--- config.mk ---
export PLATFORM = sky130hd
export DESIGN_NAME = apb_req_arbiter
export DESIGN_NICKNAME = d
export VERILOG_FILES = /design/src/rtl/apb_arb_pkg.sv /design/src/rtl/apb_rr_picker.sv /design/src/rtl/apb_req_arbiter.sv
export SDC_FILE = /design/constraint.sdc
export NUM_CORES = 1
export LEC_CHECK = 0
export ABC_CLOCK_PERIOD_IN_PS = 4000
export CAP_MARGIN = 0
export CORE_MARGIN = 1
export CORE_UTILIZATION = 40
export DETAILED_ROUTE_END_ITERATION = 6
export GPL_ROUTABILITY_DRIVEN = 0
export GPL_TIMING_DRIVEN = 0
export MAX_ROUTING_LAYER = met4
export PLACE_DENSITY = 0.9
export SLEW_MARGIN = 0
export SYNTH_ARGS = -nofsm -noshare
export SYNTH_HDL_FRONTEND = slang
export SYNTH_SLANG_ARGS = --single-unit
--- constraint.sdc ---
create_clock -name PCLK -period 4 [get_ports PCLK]
set_input_delay 0.4 -clock PCLK [delete_from_list [all_inputs] [get_ports PCLK]]
set_output_delay 0.4 -clock PCLK [all_outputs]
set_load 0.02 [all_outputs]
--- src/rtl/apb_arb_pkg.sv ---
// Shared widths, defaults and FSM encoding for the APB request arbiter.
package apb_arb_pkg;

    localparam int ADDR_W             = 9;
    localparam int DATA_W             = 8;
    localparam int DEF_NUM_REQ        = 4;
    localparam int DEF_TIMEOUT_CYCLES = 16;

    typedef enum logic [1:0] {
        ST_IDLE = 2'd0,
        ST_BUSY = 2'd1,
        ST_RESP = 2'd2
    } state_e;

    // Index width that stays at least one bit for a single requester.
    function automatic int idx_w(input int n);
        return (n > 1) ? $clog2(n) : 1;
    endfunction

endpackage

--- src/rtl/apb_rr_picker.sv ---
// Combinational round-robin picker: first requester at or after the pointer wins.
module apb_rr_picker
    import apb_arb_pkg::*;
#(
    parameter int N     = DEF_NUM_REQ,
    parameter int IDX_W = idx_w(N)
) (
    input  logic [N-1:0]     req_i,
    input  logic [IDX_W-1:0] ptr_i,
    output logic [N-1:0]     grant_o,
    output logic [IDX_W-1:0] idx_o,
    output logic             any_o
);

    logic             found;
    logic [IDX_W-1:0] cand;

    // NOTE: every output gets a default before the loop so no latch is inferred.
    always_comb begin
        grant_o = '0;
        idx_o   = '0;
        found   = 1'b0;
        cand    = '0;
        for (int k = 0; k < N; k++) begin
            cand = IDX_W'((int'(ptr_i) + k) % N);
            if (!found && req_i[cand]) begin
                found         = 1'b1;
                grant_o[cand] = 1'b1;
                idx_o         = cand;
            end
        end
    end

    assign any_o = |req_i;

endmodule

--- src/rtl/apb_req_arbiter.sv ---
// Round-robin arbiter sharing one APB master among NUM_REQ requesters.
// Optional busy timeout is enabled by defining APB_ARB_TIMEOUT_EN.
module apb_req_arbiter
    import apb_arb_pkg::*;
#(
    parameter int NUM_REQ        = DEF_NUM_REQ,
    parameter int TIMEOUT_CYCLES = DEF_TIMEOUT_CYCLES
) (
    input  logic                             PCLK,
    input  logic                             PRESETn,
    input  logic [NUM_REQ-1:0]               req_valid,
    input  logic [NUM_REQ-1:0]               req_rw,
    input  logic [NUM_REQ-1:0][ADDR_W-1:0]   req_addr,
    input  logic [NUM_REQ-1:0][DATA_W-1:0]   req_wdata,
    output logic [NUM_REQ-1:0]               req_ready,
    output logic [NUM_REQ-1:0]               rsp_valid,
    output logic [DATA_W-1:0]                rsp_rdata,
    output logic                             rsp_err,
    output logic                             transfer,
    output logic                             READ_WRITE,
    output logic [ADDR_W-1:0]                apb_write_paddr,
    output logic [ADDR_W-1:0]                apb_read_paddr,
    output logic [DATA_W-1:0]                apb_write_data,
    input  logic [DATA_W-1:0]                apb_read_data_out,
    input  logic                             PSLVERR,
    input  logic                             xfer_done
);

    localparam int IDX_W = idx_w(NUM_REQ);

    if (NUM_REQ < 1 || TIMEOUT_CYCLES < 1) begin : g_bad_cfg
        $error("apb_req_arbiter: NUM_REQ and TIMEOUT_CYCLES must be at least 1");
    end

    state_e              state_q, state_d;
    logic [IDX_W-1:0]    ptr_q, ptr_d;
    logic [IDX_W-1:0]    win_q, win_d;
    logic                rw_q, rw_d;
    logic [ADDR_W-1:0]   addr_q, addr_d;
    logic [DATA_W-1:0]   wdata_q, wdata_d;
    logic [DATA_W-1:0]   rdata_q, rdata_d;
    logic                err_q, err_d;
`ifdef APB_ARB_TIMEOUT_EN
    localparam int CNT_W = $clog2(TIMEOUT_CYCLES + 1);
    logic [CNT_W-1:0]    cnt_q, cnt_d;
`endif

    logic [NUM_REQ-1:0]  pick_grant;
    logic [IDX_W-1:0]    pick_idx;
    logic                pick_any;
    logic                grant_en;

    apb_rr_picker #(.N(NUM_REQ), .IDX_W(IDX_W)) u_picker (
        .req_i   (req_valid),
        .ptr_i   (ptr_q),
        .grant_o (pick_grant),
        .idx_o   (pick_idx),
        .any_o   (pick_any)
    );

    // Reset is folded in so the grant pulse is silent while PRESETn is low.
    assign grant_en = (state_q == ST_IDLE) && pick_any && PRESETn;

    always_comb begin
        state_d = state_q;
        ptr_d   = ptr_q;
        win_d   = win_q;
        rw_d    = rw_q;
        addr_d  = addr_q;
        wdata_d = wdata_q;
        rdata_d = rdata_q;
        err_d   = err_q;
`ifdef APB_ARB_TIMEOUT_EN
        cnt_d   = '0;
`endif
        unique case (state_q)
            ST_IDLE: begin
                if (grant_en) begin
                    state_d = ST_BUSY;
                    win_d   = pick_idx;
                    ptr_d   = (pick_idx == IDX_W'(NUM_REQ - 1)) ? '0 : pick_idx + 1'b1;
                    rw_d    = req_rw[pick_idx];
                    addr_d  = req_addr[pick_idx];
                    wdata_d = req_wdata[pick_idx];
                end
            end
            ST_BUSY: begin
                if (xfer_done) begin
                    state_d = ST_RESP;
                    rdata_d = rw_q ? apb_read_data_out : '0;
                    err_d   = PSLVERR;
`ifdef APB_ARB_TIMEOUT_EN
                end else if (cnt_q == CNT_W'(TIMEOUT_CYCLES - 1)) begin
                    state_d = ST_RESP;
                    rdata_d = '0;
                    err_d   = 1'b1;
                end else begin
                    cnt_d   = cnt_q + 1'b1;
`endif
                end
            end
            ST_RESP: state_d = ST_IDLE;
            default: state_d = ST_IDLE;
        endcase
    end

    // NOTE: sequential state uses non-blocking assignments so every register
    // samples the pre-edge value of every other register.
    always_ff @(posedge PCLK or negedge PRESETn) begin
        if (!PRESETn) begin
            state_q <= ST_IDLE;
            ptr_q   <= '0;
            win_q   <= '0;
            // NOTE: payload registers are reset as well so no output can ever carry X.
            rw_q    <= 1'b0;
            addr_q  <= '0;
            wdata_q <= '0;
            rdata_q <= '0;
            err_q   <= 1'b0;
`ifdef APB_ARB_TIMEOUT_EN
            cnt_q   <= '0;
`endif
        end else begin
            state_q <= state_d;
            ptr_q   <= ptr_d;
            win_q   <= win_d;
            rw_q    <= rw_d;
            addr_q  <= addr_d;
            wdata_q <= wdata_d;
            rdata_q <= rdata_d;
            err_q   <= err_d;
`ifdef APB_ARB_TIMEOUT_EN
            cnt_q   <= cnt_d;
`endif
        end
    end

    assign req_ready       = grant_en ? pick_grant : '0;
    assign transfer        = (state_q == ST_BUSY);
    assign READ_WRITE      = transfer & rw_q;
    assign apb_read_paddr  = (transfer &&  rw_q) ? addr_q  : '0;
    assign apb_write_paddr = (transfer && !rw_q) ? addr_q  : '0;
    assign apb_write_data  = (transfer && !rw_q) ? wdata_q : '0;
    assign rsp_valid       = (state_q == ST_RESP) ? (NUM_REQ'(1) << win_q) : '0;
    assign rsp_rdata       = (state_q == ST_RESP) ? rdata_q : '0;
    assign rsp_err         = (state_q == ST_RESP) & err_q;

endmodule

Word-level counts from Yosys, hierarchy flattened --
Index checks and enable logic that the tools add are counted.
Cells by class: reduce and logical (&&, ||, !) cells 20, eq/ne operators 5, $add $sub $neg 4, mux-type cells 44, $lt $le $gt $ge 9, bitwise logic cells 5, shift operators 1
Operators with widths (count):
- $mux 8 | 4
- $mux 9 | 3
- $mux 4 | 6
- $bmux 9 s2 | 1
- $bmux 8 s2 | 1
- $lt 2x3->1 const B | 5
- $mux 2 | 7
- $mux 1 | 12
- $or 4x4->4 | 3
- $logic_and 1x1->1 | 11
- $bmux 1 s2 | 5
- $demux 1 s2 | 4
- $ge 2x1->1 const B | 4
- $reduce_and 2->1 | 3
- $add 2x1->2 const B | 2
- $add 2x2->2 const B | 2
- $eq 2x2->1 const B | 2
- $logic_not 1->1 | 4
- $pmux 2 s2 | 1
- $reduce_or 4->1 | 1
- $shl 1x2->4 const A | 1
- $and 1x1->1 | 2
- $eq 2x1->1 const B | 1
- $logic_not 2->1 | 1
- other kinds (2) | 2
Storage, ports and cells: logic and storage cells 96, output and inout bits 45, register bits after elaboration 33

Logic depth before layout (Yosys ltp) --
Gate-level depths: netlist of the first run.
word-level depth 14, mapped depth 14, gate-level depth less buffers 9

Cells and area by module --
From an unflattened synthesis of the first run, not the netlist that was laid out.
Unflattened totals: cell total of the unflattened synthesis 215, area, all modules 2504.9 um^2
Modules (own cells, without submodules):
- apb_req_arbiter | instances 1, area each 2058.2 um^2, cells each 164
- apb_rr_picker | instances 1, area each 446.7 um^2, cells each 51

Worst setup path after synthesis of the first run --
OpenSTA, ideal clock, no wires.
path type reg2reg, start register ptr_q[0], end register ptr_q[1], setup slack 1.035 ns, arrival 2.838 ns, cell stages (with the launch flop) 15, required time 3.873 ns, period minus slack after synthesis 2.965 ns, cells stage by stage dfrtp_1 > buf_2 > buf_2 > inv_2 > ha_1 > buf_6 > mux4_2 > o21bai_1 > nand2_1 > o21ai_4 > buf_8 > buf_12 > ha_1 > nand2_1 > o21ai_0
On the way: longest elaborated chain between the ends 14, elaborated cells between the ends (all ways) 27
RTL lines:
- from (decl) | line apb_req_arbiter.sv:36 | logic [IDX_W-1:0] ptr_q, ptr_d;
- from (signal assigned) | line apb_req_arbiter.sv:125 | ptr_q <= ptr_d;
- parallel branches: the longest is 11 deep, another holds $add 2x1->2
- $mux 2 * | line apb_rr_picker.sv:26 | if (!found && req_i[cand]) begin
- named net pick_idx[0] | line apb_req_arbiter.sv:49 | logic [IDX_W-1:0] pick_idx;
- $add 2x1->2 or $eq 2x2->1 (tied branches) | line apb_req_arbiter.sv:81 | ptr_d = (pick_idx == IDX_W'(NUM_REQ - 1)) ? '0 : pick_idx + 1'b1;
- $mux 2 * | line apb_req_arbiter.sv:81
Mark *: on every way through the listed nets, which the timed path passes. The select of a mux whose other input is x is not followed. A chain may end at the register's enable or synchronous reset.

Worst setup path after layout of the first run --
start register ptr_q[0], end output port req_ready[0]
On the way: longest elaborated chain between the ends 13, elaborated cells between the ends (all ways) 48
RTL lines:
- parallel branches: the longest is 11 deep, another holds $lt 2x3->1
- $mux 4 * | line apb_rr_picker.sv:26
- $mux 4 * | line apb_req_arbiter.sv:138 | assign req_ready = grant_en ? pick_grant : '0;
- to (decl) | line apb_req_arbiter.sv:15 | output logic [NUM_REQ-1:0] req_ready,
Mark *: on every way between the ends. The select of a mux whose other input is x is not followed.

==> flow_summary.yaml, run 1 <==
yosys:
  synthArstFlopShare: 1.00
  synth.cell_area_mm2: 0.00248
  synth_top_family_by_area: "simple AND/OR/NAND/NOR gates"
  synth.lib_cells_used.distinct: 43
  post_synth_and_or_nand_nor_area_fraction: 0.202
  ys_seq_elements: 33
  synth_seq_area_share: 0.333
  post_synth_xor_area_fraction: 0
  yosysWarnings: 0
  postSynthAreaPerCell_um2: 9.76
  synthesis.nets: 350
  netlist_instances: 254
  commonest_register_cell_after_synthesis: "dfrtp_1"
  netlist.area_leader.share: 0.333
  synth-edff-count: 0
  synthTopCellsByArea: "dfrtp_1 (33%), mux2i_1 (15%), and2_1 (6.8%)"
  synth_mux_area_frac: 0.186
  yosysTopAreaCell: "dfrtp_1"
  adder_cell_fraction_of_synth_area: 0.0404
  synth_compound_area_frac: 0.176
global_route:
  grt_pass1_wl_mm: 11.6
  globalRoute.totalOverflow: 0
  largest_net_degree_at_the_start_of_global_routing: 35
  groute.usage.overall: 0.239
  via_count_of_the_first_global_routing_pass: 2433
  antenna_found_initial: 0
floorplanning:
  num_rows: 28
  coreArea_mm2: 0.00596
  chipWidth_um: 80.7
  die_h_um: 80.7
  design.die.area_mm2: 0.00652
  floorplan.io_pins: 133
  initial_core_util: 0.416
worst_setup_path:
  r2r.worst_path.cells: 13
  setup.worst_path.class: "flip-flop to output pin"
  cpMaxStageDelayCell: "mux4_2"
  critical_path.startpoint_type: "flip-flop"
  setup.worst_path.end_class: "output pin"
  cp.arrival_ns: 3.10
  path_cells: "buf_2 -> buf_2 -> inv_2 -> ha_1 -> buf_6 -> mux4_2 -> nor2b_4 -> a22oi_1 -> nor2_1 -> a221oi_1 -> nor2_1 -> dlymetal6s2s_1"
  worstReg2RegStart: "ptr_q[0]"
  critical_path.max_stage_delay_ns: 0.59
  setup.reg_to_reg.worst_slack_ns: 0.67
  worst-endpoint-required_ns: 3.60
  critical_path_peak_fanout: 10
  timing.rr.end: "wdata_q[7]"
clock_network:
  postCtsSetupBuffers: 0
  ctsHtreeMaxLevel: 2
  cts_buffers: 5
  cts.sinks: 33
  cts_tree: "built"
  path_clk_slew_ns: 0.07
  clockRootBuffer: "clkbuf_8"
  clock_tree.buffer_depth: 2
  clk-insertion-delay-late_ns: 0.28
sta:
  final-max-slew-violation-count: 0
  max_clock_freq_mhz: 286
  grt_setup_unrepaired: "false"
  slew-limit-headroom: 0.501
  timing.hold.ws_ns: 0.188
  worst_clock_skew_ns: 0.00545
  period_share: 0.875
  min_period_ns: 3.50
  finalSetupViolations: 0
  hold_viol_final: 0
  worst-slew-pin-transition_ns: 0.749
finish:
  layout_common_cells: "clkdlybuf4s50_1 (127), mux2i_1 (37), dfrtp_1 (33), and2_1 (27), nand2_1 (27)"
  fillers: 501
  final_layout_size_suffix_gt1_frac: 0.0736
  utilization: 0.669
  ff_latch_area_um2: 826
  antennaDiodeCount: 0
  num-nets-final: 489
  layout.cells.most_common: "clkdlybuf4s50_1"
  multi_input_comb_area_mm2: 0.00150
  area.growth.synth_to_final_pct: 60.6
  layout.cells.non_filler: 469
  post-route-cell-area_mm2: 0.00398
detailed_routing:
  vias_per_cell: 5.39
  drtIter0Drc: 71
  drc: 0
  route.final.wire_length_mm: 7.44
  route.antenna.remaining_nets: 0
  total_via_count_after_detailed_routing: 2529
  drt_pass_1_iters: 4
  wl_per_cell_um: 15.9
place:
  dpl.hpwl_mm: 5.89
  port-buffer-count: 132
  placed_insts: 461
  postPlaceCellArea_mm2: 0.00389
status:
  result_of_the_run: "finished, final reports clean"
pwr:
  vdd_ir_drop_max_uv: 524
  power_per_standard_cell_area_mw_per_mm2: 628
  total_leakage_power_nw: 1.80
worst_hold_path:
  hold_path_class: "input pin to async pin"
run:
  max_cap_viol_count: 0
[layout make-up]
class                   count  area share
plain buffers              18      0.0327
clock buffers               7      0.0192
clock inverters             1     0.00188
inverters                   7     0.00660
multi-input cells         196       0.376
flip-flops and latches     33       0.207
well taps                  75      0.0236
repair buffers            132       0.333
[routing by layer]
metal / share of wire / track usage
met1: 0.40 / 0.285
met2: 0.53 / 0.414
met3: 0.055 / 0.0506
met4: 0.012 / 0.0536
met5: 0 / -
[worst max-delay path: cells and delay by family (launching register included)]
| kind | cells | cell delay [ns] |
|---|---|---|
| DFF | 1 | 0.42 |
| AOI/OAI and AO/OA | 2 | 0.16 |
| buffers and inverters | 5 | 0.89 |
| muxes | 1 | 0.59 |
| adders and majority gates | 1 | 0.30 |
| and+or+nand+nor | 3 | 0.45 |
[registers in the layout, summed over array words and instances, names as in the netlist]
signal	cells
win_q	2
addr_q	9
rw_q	1
wdata_q	8
state_q	2
err_q	1
ptr_q	2
rdata_q	8
[Yosys cell counts, types with 3 or more instances]
master     n
o21ai_0    3
mux4_2     3
a22oi_1    6
mux2i_1   37
clkbuf_1   7
ha_1       8
a22o_1     8
buf_2      5
o221ai_1  17
inv_1      6
nor2b_1    3
and3_1    11
nand2_1   27
and2_1    27
nor2_1    15
nand2b_1   3
a221oi_1   4
dfrtp_1   33
[cell families after synthesis]
logic type	Yosys count
and+or+nand+nor	95
AOI/OAI and AO/OA	51
muxes	42
DFF	33
buffers and inverters	25
adders and majority gates	8
[how the worst max path moves through the flow]
| stage | startpoint | slack, ns | cells after the start | endpoint |
|---|---|---|---|---|
| floorplan | ptr_q[0] | 1.03 | 14 | ptr_q[1] |
| finish | ptr_q[0] | 0.50 | 12 | req_ready[0] |
| detailed placement | ptr_q[0] | 0.43 | 12 | req_ready[0] |
| global route | ptr_q[0] | 0.32 | 11 | req_ready[1] |
| CTS | ptr_q[0] | 0.12 | 12 | req_ready[0] |
| global placement | PRESETn | -0.19 | 5 | req_ready[0] |
[repair_timing]
item	4_1_cts	5_1_grt
setup endpoints to repair	0	4
resized for setup	0	4
hold buffers	0	0
hold endpoints to repair	0	0
[stage by stage]
| step | setup TNS [ns] | power [mW] | setup WS (ns) |
|---|---|---|---|
| final | 0 | 2.50 | 0.500 |
| after global routing | 0 | 2.67 | 0.322 |
| after CTS | 0 | 2.51 | 0.123 |
| after floorplan | 0 | 1.77 | 1.03 |
| after detailed placement | 0 | 2.26 | 0.429 |
| after global placement | -0.773 | 2.21 | -0.195 |
[power breakdown]
| group | switching (mW) | internal (mW) |
|---|---|---|
| clock network | 0.119 | 0.123 |
| registers | 0.107 | 0.487 |
| logic | 0.837 | 0.828 |
| total | 1.06 | 1.44 |
Note: power is estimated with default switching activity, not from simulation.
==> run 2, diff against run 1 <==
--- a/config.mk
+++ b/config.mk
@@ -7,6 +7,7 @@
 export LEC_CHECK = 0
 export ABC_CLOCK_PERIOD_IN_PS = 4000
 export CAP_MARGIN = 0
+export CORE_ASPECT_RATIO = 1.25
 export CORE_MARGIN = 1
 export CORE_UTILIZATION = 40
 export DETAILED_ROUTE_END_ITERATION = 6
@@ -17,4 +18,5 @@
 export SLEW_MARGIN = 0
 export SYNTH_ARGS = -nofsm -noshare
 export SYNTH_HDL_FRONTEND = slang
+export SYNTH_HIERARCHICAL = 1
 export SYNTH_SLANG_ARGS = --single-unit
==> run 2 against run 1 <==
Cell area is 1.5% higher. Combinational power is 14% higher. Clock-buffer cell count is 1 lower. Sequential share of layout area is 0.31 points lower. Maximum frequency is 3.3% lower. Non-clock buffer count is 2 lower. Clock power is 38% higher. Critical path depth is 1 higher. Register-to-register slack worse by 0.29 ns. Clock skew is 0.0028 ns higher. Synthesized area is 1.0% higher. Largest power group unchanged. Cell count is 6.8% lower.
==> flow_summary.yaml, run 2 <==
status:
  result_of_the_run: "finished, final reports clean"
clock_network:
  clockRootBuffer: "clkbuf_8"
  holdBufCountCts: 0
  cts_repair_resize_count: 0
  cts_buffers: 5
  ctsHtreeMaxLevel: 2
  cts_tree: "built"
  cts.sinks: 33
  postCtsSetupBuffers: 0
  path_clk_slew_ns: 0.08
  clk-insertion-delay-late_ns: 0.28
  clock_tree.buffer_depth: 2
yosys:
  synth.lib_cells_used.distinct: 41
  yosysWarnings: 6
  synth.top_cells.by_count: "dfrtp_1 (33), and2_1 (31), mux2_2 (22)"
  synthesis.nets: 309
  commonest_register_cell_after_synthesis: "dfrtp_1"
  yosys.cell_count.top_type: "dfrtp_1"
  synth.cell_area_mm2: 0.00250
  synth-edff-count: 0
  synth_seq_area_share: 0.330
  synthTopCellsByArea: "dfrtp_1 (33%), mux4_2 (19%), mux2_2 (9.9%)"
  netlist.area_leader.share: 0.330
  postSynthAreaPerCell_um2: 11.7
  netlist_instances: 215
  ys_seq_elements: 33
  yosysTopAreaCell: "dfrtp_1"
  synthArstFlopShare: 1.00
floorplanning:
  floorplan.io_pins: 133
  die_h_um: 90.5
  chipWidth_um: 72.8
  coreArea_mm2: 0.00593
  initial_core_util: 0.422
  num_rows: 31
  design.die.area_mm2: 0.00658
detailed_routing:
  vias_per_cell: 5.19
  total_via_count_after_detailed_routing: 2269
  route.final.wire_length_mm: 6.77
  drtIter0Drc: 65
  wl_per_cell_um: 15.5
  drc: 0
  drt_pass_1_iters: 4
  route.antenna.remaining_nets: 0
sta:
  min_period_ns: 3.62
  worst-slew-pin-transition_ns: 0.780
  grt_setup_unrepaired: "false"
  postLayoutSetupSlackWorst_ns: 0.380
  period_share: 0.905
  worst_clock_skew_ns: 0.00825
  max_clock_freq_mhz: 276
  finalSetupViolations: 0
  slew-limit-headroom: 0.480
  hold_viol_final: 0
  final-max-slew-violation-count: 0
  setup-tns-final_ns: 0
global_route:
  groute.usage.overall: 0.229
  grt_pass1_wl_mm: 11.4
  largest_net_degree_at_the_start_of_global_routing: 35
  antenna_found_initial: 0
  via_count_of_the_first_global_routing_pass: 2385
  globalRoute.totalOverflow: 0
finish:
  largest_registers: "addr_q: 9 flops, rdata_q: 8 flops, wdata_q: 8 flops"
  layout_common_cells: "clkdlybuf4s50_1 (131), dfrtp_1 (33), and2_1 (31), mux2_2 (22), mux4_2 (21)"
  largest_register_by_flop_count: "addr_q"
  utilization: 0.681
  largest_register_ffs: 9
  num-nets-final: 448
  layout.cells.most_common: "clkdlybuf4s50_1"
  antennaDiodeCount: 0
  layout.cells.non_filler: 437
  fillers: 453
  final_layout_size_suffix_gt1_frac: 0.200
  area.growth.synth_to_final_pct: 61.4
worst_setup_path:
  timing.rr.end: "rw_q"
  setup.worst_path.end_class: "flip-flop"
  setup.reg_to_reg.worst_slack_ns: 0.38
  worstReg2RegStart: "ptr_q[1]"
  critical_path_peak_fanout: 10
  worst-endpoint-required_ns: 4.17
  critical_path.startpoint_type: "flip-flop"
  cp.arrival_ns: 3.79
  setup.worst_path.class: "flip-flop to flip-flop"
  r2r.worst_path.cells: 13
pwr:
  internal-power_mw: 1.74
  power.clock.fraction: 0.118
  pwr-share-comb: 0.675
  vdd_ir_drop_max_uv: 590
  total_leakage_power_nw: 1.60
  power_switching_mw: 1.09
  power_per_standard_cell_area_mw_per_mm2: 699
  sequentialPowerShare: 0.207
  switching_share: 0.384
worst_hold_path:
  hold_path_class: "input pin to async pin"
place:
  dpl.hpwl_mm: 5.34
  placed_insts: 429
  pre_cts_slack_ns: 0.374
  port-buffer-count: 132
run:
  max_cap_viol_count: 0
-- run 2: cell types whose count changed after synthesis, sizes merged, moves of 3 or more --
cell,change
o21ai,+4
o221ai,-17
and3,-9
clkbuf,-3
mux2i,-27
mux2,+21
and2,+4
mux4,+19
nand2,-16
a22o,-8
inv,+5
nor2,-5
a221oi,-4
-- run 2: kinds of logic after synthesis --
kind of cell,share of synthesized area
muxes,0.344
and+or+nand+nor,0.176
adders and majority gates,0.0300
buffers and inverters,0.0639
AOI/OAI and AO/OA,0.0560
DFF,0.330
-- run 2: per-layer routing --
layer,track usage,part of all wire,vias up
li1,-,-,1052
met2,0.402,0.55,83
met4,0.0882,0.022,0
met1,0.256,0.38,1124
met3,0.0379,0.046,10
met5,-,0,-
-- run 2: worst max-delay path by stage --
stage	slack, ns	start	cells after the start	endpoint
floorplan	0.85	ptr_q[1]	13	addr_q[8]
global placement	0.13	PRESETn	6	req_ready[3]
detailed placement	0.37	ptr_q[1]	13	rw_q
CTS	0.36	ptr_q[1]	13	rw_q
global route	0.21	ptr_q[1]	13	rw_q
finish	0.38	ptr_q[1]	13	rw_q
-- run 2: power groups by stage --
stage          clock network [mW]  logic [mW]  registers (mW)
2_1_floorplan                   0        1.41           0.561
3_3_place_gp                    0        1.87           0.581
3_5_place_dp                    0        1.91           0.591
4_1_cts                     0.342        1.93           0.584
5_1_grt                     0.359        2.06           0.609
6_report                    0.334        1.91           0.584
-- run 2: metrics by stage --
step           hold WS [ns]  power, mW  instance area, um^2
4_1_cts               0.212       2.85                 4040
6_report              0.191       2.83                 4040
2_1_floorplan         0.104       1.97                 2500
5_1_grt               0.252       3.02                 4040
3_3_place_gp          0.482       2.45                 3930
3_5_place_dp          0.488       2.51                 3920
-- run 2: layout make-up --
class / instances / area (um^2) / area share
clock inverters: 2 / 37.5 / 0.00928
plain buffers: 16 / 115 / 0.0285
inverters: 12 / 45.0 / 0.0111
clock buffers: 6 / 82.6 / 0.0204
repair buffers: 132 / 1320 / 0.325
flip-flops and latches: 33 / 826 / 0.204
multi-input cells: 154 / 1520 / 0.376
well taps: 82 / 103 / 0.0254
-- run 2: worst max-delay path, stage by stage, from the launching register on --
cell and delay [ns]:
dfrtp_1 0.43, clkbuf_4 0.22, inv_1 0.08, ha_1 0.27
buf_2 0.19, mux4_2 0.46, nor2b_4 0.22, o21ai_2 0.08
and3_4 0.18, o22ai_1 0.17, buf_2 0.28, buf_2 0.31
mux4_2 0.35, mux2_2 0.27
==> run 3, diff against run 2 <==
--- a/config.mk
+++ b/config.mk
@@ -14,7 +14,7 @@
 export GPL_ROUTABILITY_DRIVEN = 0
 export GPL_TIMING_DRIVEN = 0
 export MAX_ROUTING_LAYER = met4
-export PLACE_DENSITY = 0.9
+export PLACE_DENSITY_LB_ADDON = 0.12
 export SLEW_MARGIN = 0
 export SYNTH_ARGS = -nofsm -noshare
 export SYNTH_HDL_FRONTEND = slang
==> run 3 against run 2 <==
Die area unchanged. Critical path depth stayed put. Worst setup slack worse by 0.083 ns. Global-route usage decreased by 0.91 points. Non-clock buffer count is the same. Utilization down 0.63 points. Wire length decreased by 1.7%. Total power shrank 3.3%. Sequential share of layout area is 0.19 points higher. Cell count is the same. Clock skew down 0.0034 ns. Maximum frequency is 2.2% lower. Highest routed layer unchanged.
==> flow_summary.yaml, run 3 (synthesis gave the netlist of run 2 again) <==
status:
  result_of_the_run: "finished, final reports clean"
place:
  placed_insts: 429
  dpl.hpwl_mm: 5.40
  port-buffer-count: 132
  postPlaceCellArea_mm2: 0.00392
sta:
  min_period_ns: 3.70
  final-max-slew-violation-count: 0
  hold_viol_final: 0
  setup-tns-final_ns: 0
  max_clock_freq_mhz: 270
  timing.hold.ws_ns: 0.175
  grt_setup_unrepaired: "false"
  worst-slew-pin-transition_ns: 0.730
  worst_clock_skew_ns: 0.00483
  slew-limit-headroom: 0.513
  finalSetupViolations: 0
  period_share: 0.926
clock_network:
  ctsHtreeMaxLevel: 2
  cts_tree: "built"
  holdBufCountCts: 0
  cts_repair_resize_count: 0
  clk-insertion-delay-late_ns: 0.28
  cts_buffers: 5
  path_clk_slew_ns: 0.07
  clock_tree.buffer_depth: 2
  postCtsSetupBuffers: 0
  cts.sinks: 33
  clockRootBuffer: "clkbuf_8"
detailed_routing:
  vias_per_cell: 5.16
  wl_per_cell_um: 15.2
  route.antenna.remaining_nets: 0
  route.final.wire_length_mm: 6.65
  drt_pass_1_iters: 4
  drc: 0
  total_via_count_after_detailed_routing: 2256
  drtIter0Drc: 50
floorplanning:
  chipWidth_um: 72.8
  coreArea_mm2: 0.00593
  die_h_um: 90.5
  initial_core_util: 0.422
  design.die.area_mm2: 0.00658
  floorplan.io_pins: 133
  num_rows: 31
finish:
  largest_registers: "addr_q: 9 flops, rdata_q: 8 flops, wdata_q: 8 flops"
  num-nets-final: 448
  area.growth.synth_to_final_pct: 59.9
  final_layout_size_suffix_gt1_frac: 0.197
  largest_register_by_flop_count: "addr_q"
  layout_common_cells: "clkdlybuf4s50_1 (131), dfrtp_1 (33), and2_1 (31), mux2_2 (22), mux4_2 (21)"
  layout.cells.most_common: "clkdlybuf4s50_1"
  largest_register_ffs: 9
  antennaDiodeCount: 0
  fillers: 485
  post-route-cell-area_mm2: 0.00401
  layout.cells.non_filler: 437
global_route:
  globalRoute.totalOverflow: 0
  antenna_found_initial: 0
  grt_pass1_wl_mm: 10.7
  groute.usage.overall: 0.220
  via_count_of_the_first_global_routing_pass: 2216
  largest_net_degree_at_the_start_of_global_routing: 35
worst_setup_path:
  worst-endpoint-required_ns: 4.16
  timing.rr.end: "wdata_q[1]"
  setup.reg_to_reg.worst_slack_ns: 0.30
  setup.worst_path.end_class: "flip-flop"
  critical_path.startpoint: "ptr_q[1]"
  r2r.worst_path.cells: 13
  setup.worst_path.class: "flip-flop to flip-flop"
  worstReg2RegStart: "ptr_q[1]"
  timing.critical_path.to: "wdata_q[1]"
  cp.arrival_ns: 3.87
  critical_path.startpoint_type: "flip-flop"
  critical_path_peak_fanout: 10
worst_hold_path:
  hold_path_class: "input pin to async pin"
pwr:
  report.power.total_mw: 2.73
  vdd_ir_drop_max_uv: 539
  total_leakage_power_nw: 1.59
  power_per_standard_cell_area_mw_per_mm2: 682
run:
  max_cap_viol_count: 0
run 3: cell types whose count changed in the layout (fill, tap and decap cells not counted):
| cell | delta |
|---|---|
| bufinv_16 | -1 |
| clkbuf_1 | +1 |
| clkinvlp_4 | -1 |
| clkinv_2 | +2 |
| clkbuf_8 | -1 |
run 3: final cells by class:
cell class	instances	area, um^2	area share
inverter	12	45.0	0.0112
clock buffer	6	72.6	0.0181
clock inverter	2	10.0	0.00250
sequential	33	826	0.206
tap	82	103	0.0256
buffer	16	115	0.0287
multi-input combinational	154	1520	0.379
timing repair buffer	132	1320	0.329
run 3: per-layer routing:
layer | wire (um) | GRT usage | part of all wire | up-vias
li1 | - | - | - | 1053
met1 | 2490 | 0.227 | 0.37 | 1109
met2 | 3760 | 0.412 | 0.57 | 83
met3 | 278 | 0.0346 | 0.042 | 11
met4 | 119 | 0.0752 | 0.018 | 0
met5 | 0 | - | 0 | -
run 3: worst min-delay path by stage:
stage	startpoint	endpoint	slack, ns	cells after the start
after CTS	PRESETn	addr_q[0]	0.21	1
after global routing	PRESETn	addr_q[0]	0.25	1
after floorplan	PRESETn	addr_q[0]	0.10	0
final	PRESETn	addr_q[0]	0.18	1
after global placement	wdata_q[2]	wdata_q[2]	0.48	1
after detailed placement	wdata_q[6]	wdata_q[6]	0.49	1
run 3: stage by stage:
step           worst slack (ns)  utilization
6_report                  0.297        0.675
5_1_grt                  0.0987        0.675
4_1_cts                   0.292        0.675
3_5_place_dp              0.322        0.661
3_3_place_gp              0.153        0.662
2_1_floorplan             0.855            -
run 3: worst max-delay path, stage by stage, from the launching register on:
cell and delay [ns]:
dfrtp_1 0.42, clkbuf_4 0.22, inv_1 0.09, ha_1 0.28, buf_2 0.19, mux4_2 0.46
nor2b_4 0.24, o21ai_2 0.08, and3_4 0.17, o22ai_1 0.17, buf_2 0.30, buf_2 0.34
mux4_2 0.35, mux2_2 0.27
run 3: power breakdown:
| part | total (mW) | internal (mW) | switching (mW) |
|---|---|---|---|
| clock network | 0.238 | 0.120 | 0.117 |
| registers | 0.582 | 0.493 | 0.0898 |
| logic | 1.91 | 1.04 | 0.870 |
| total | 2.73 | 1.65 | 1.08 |
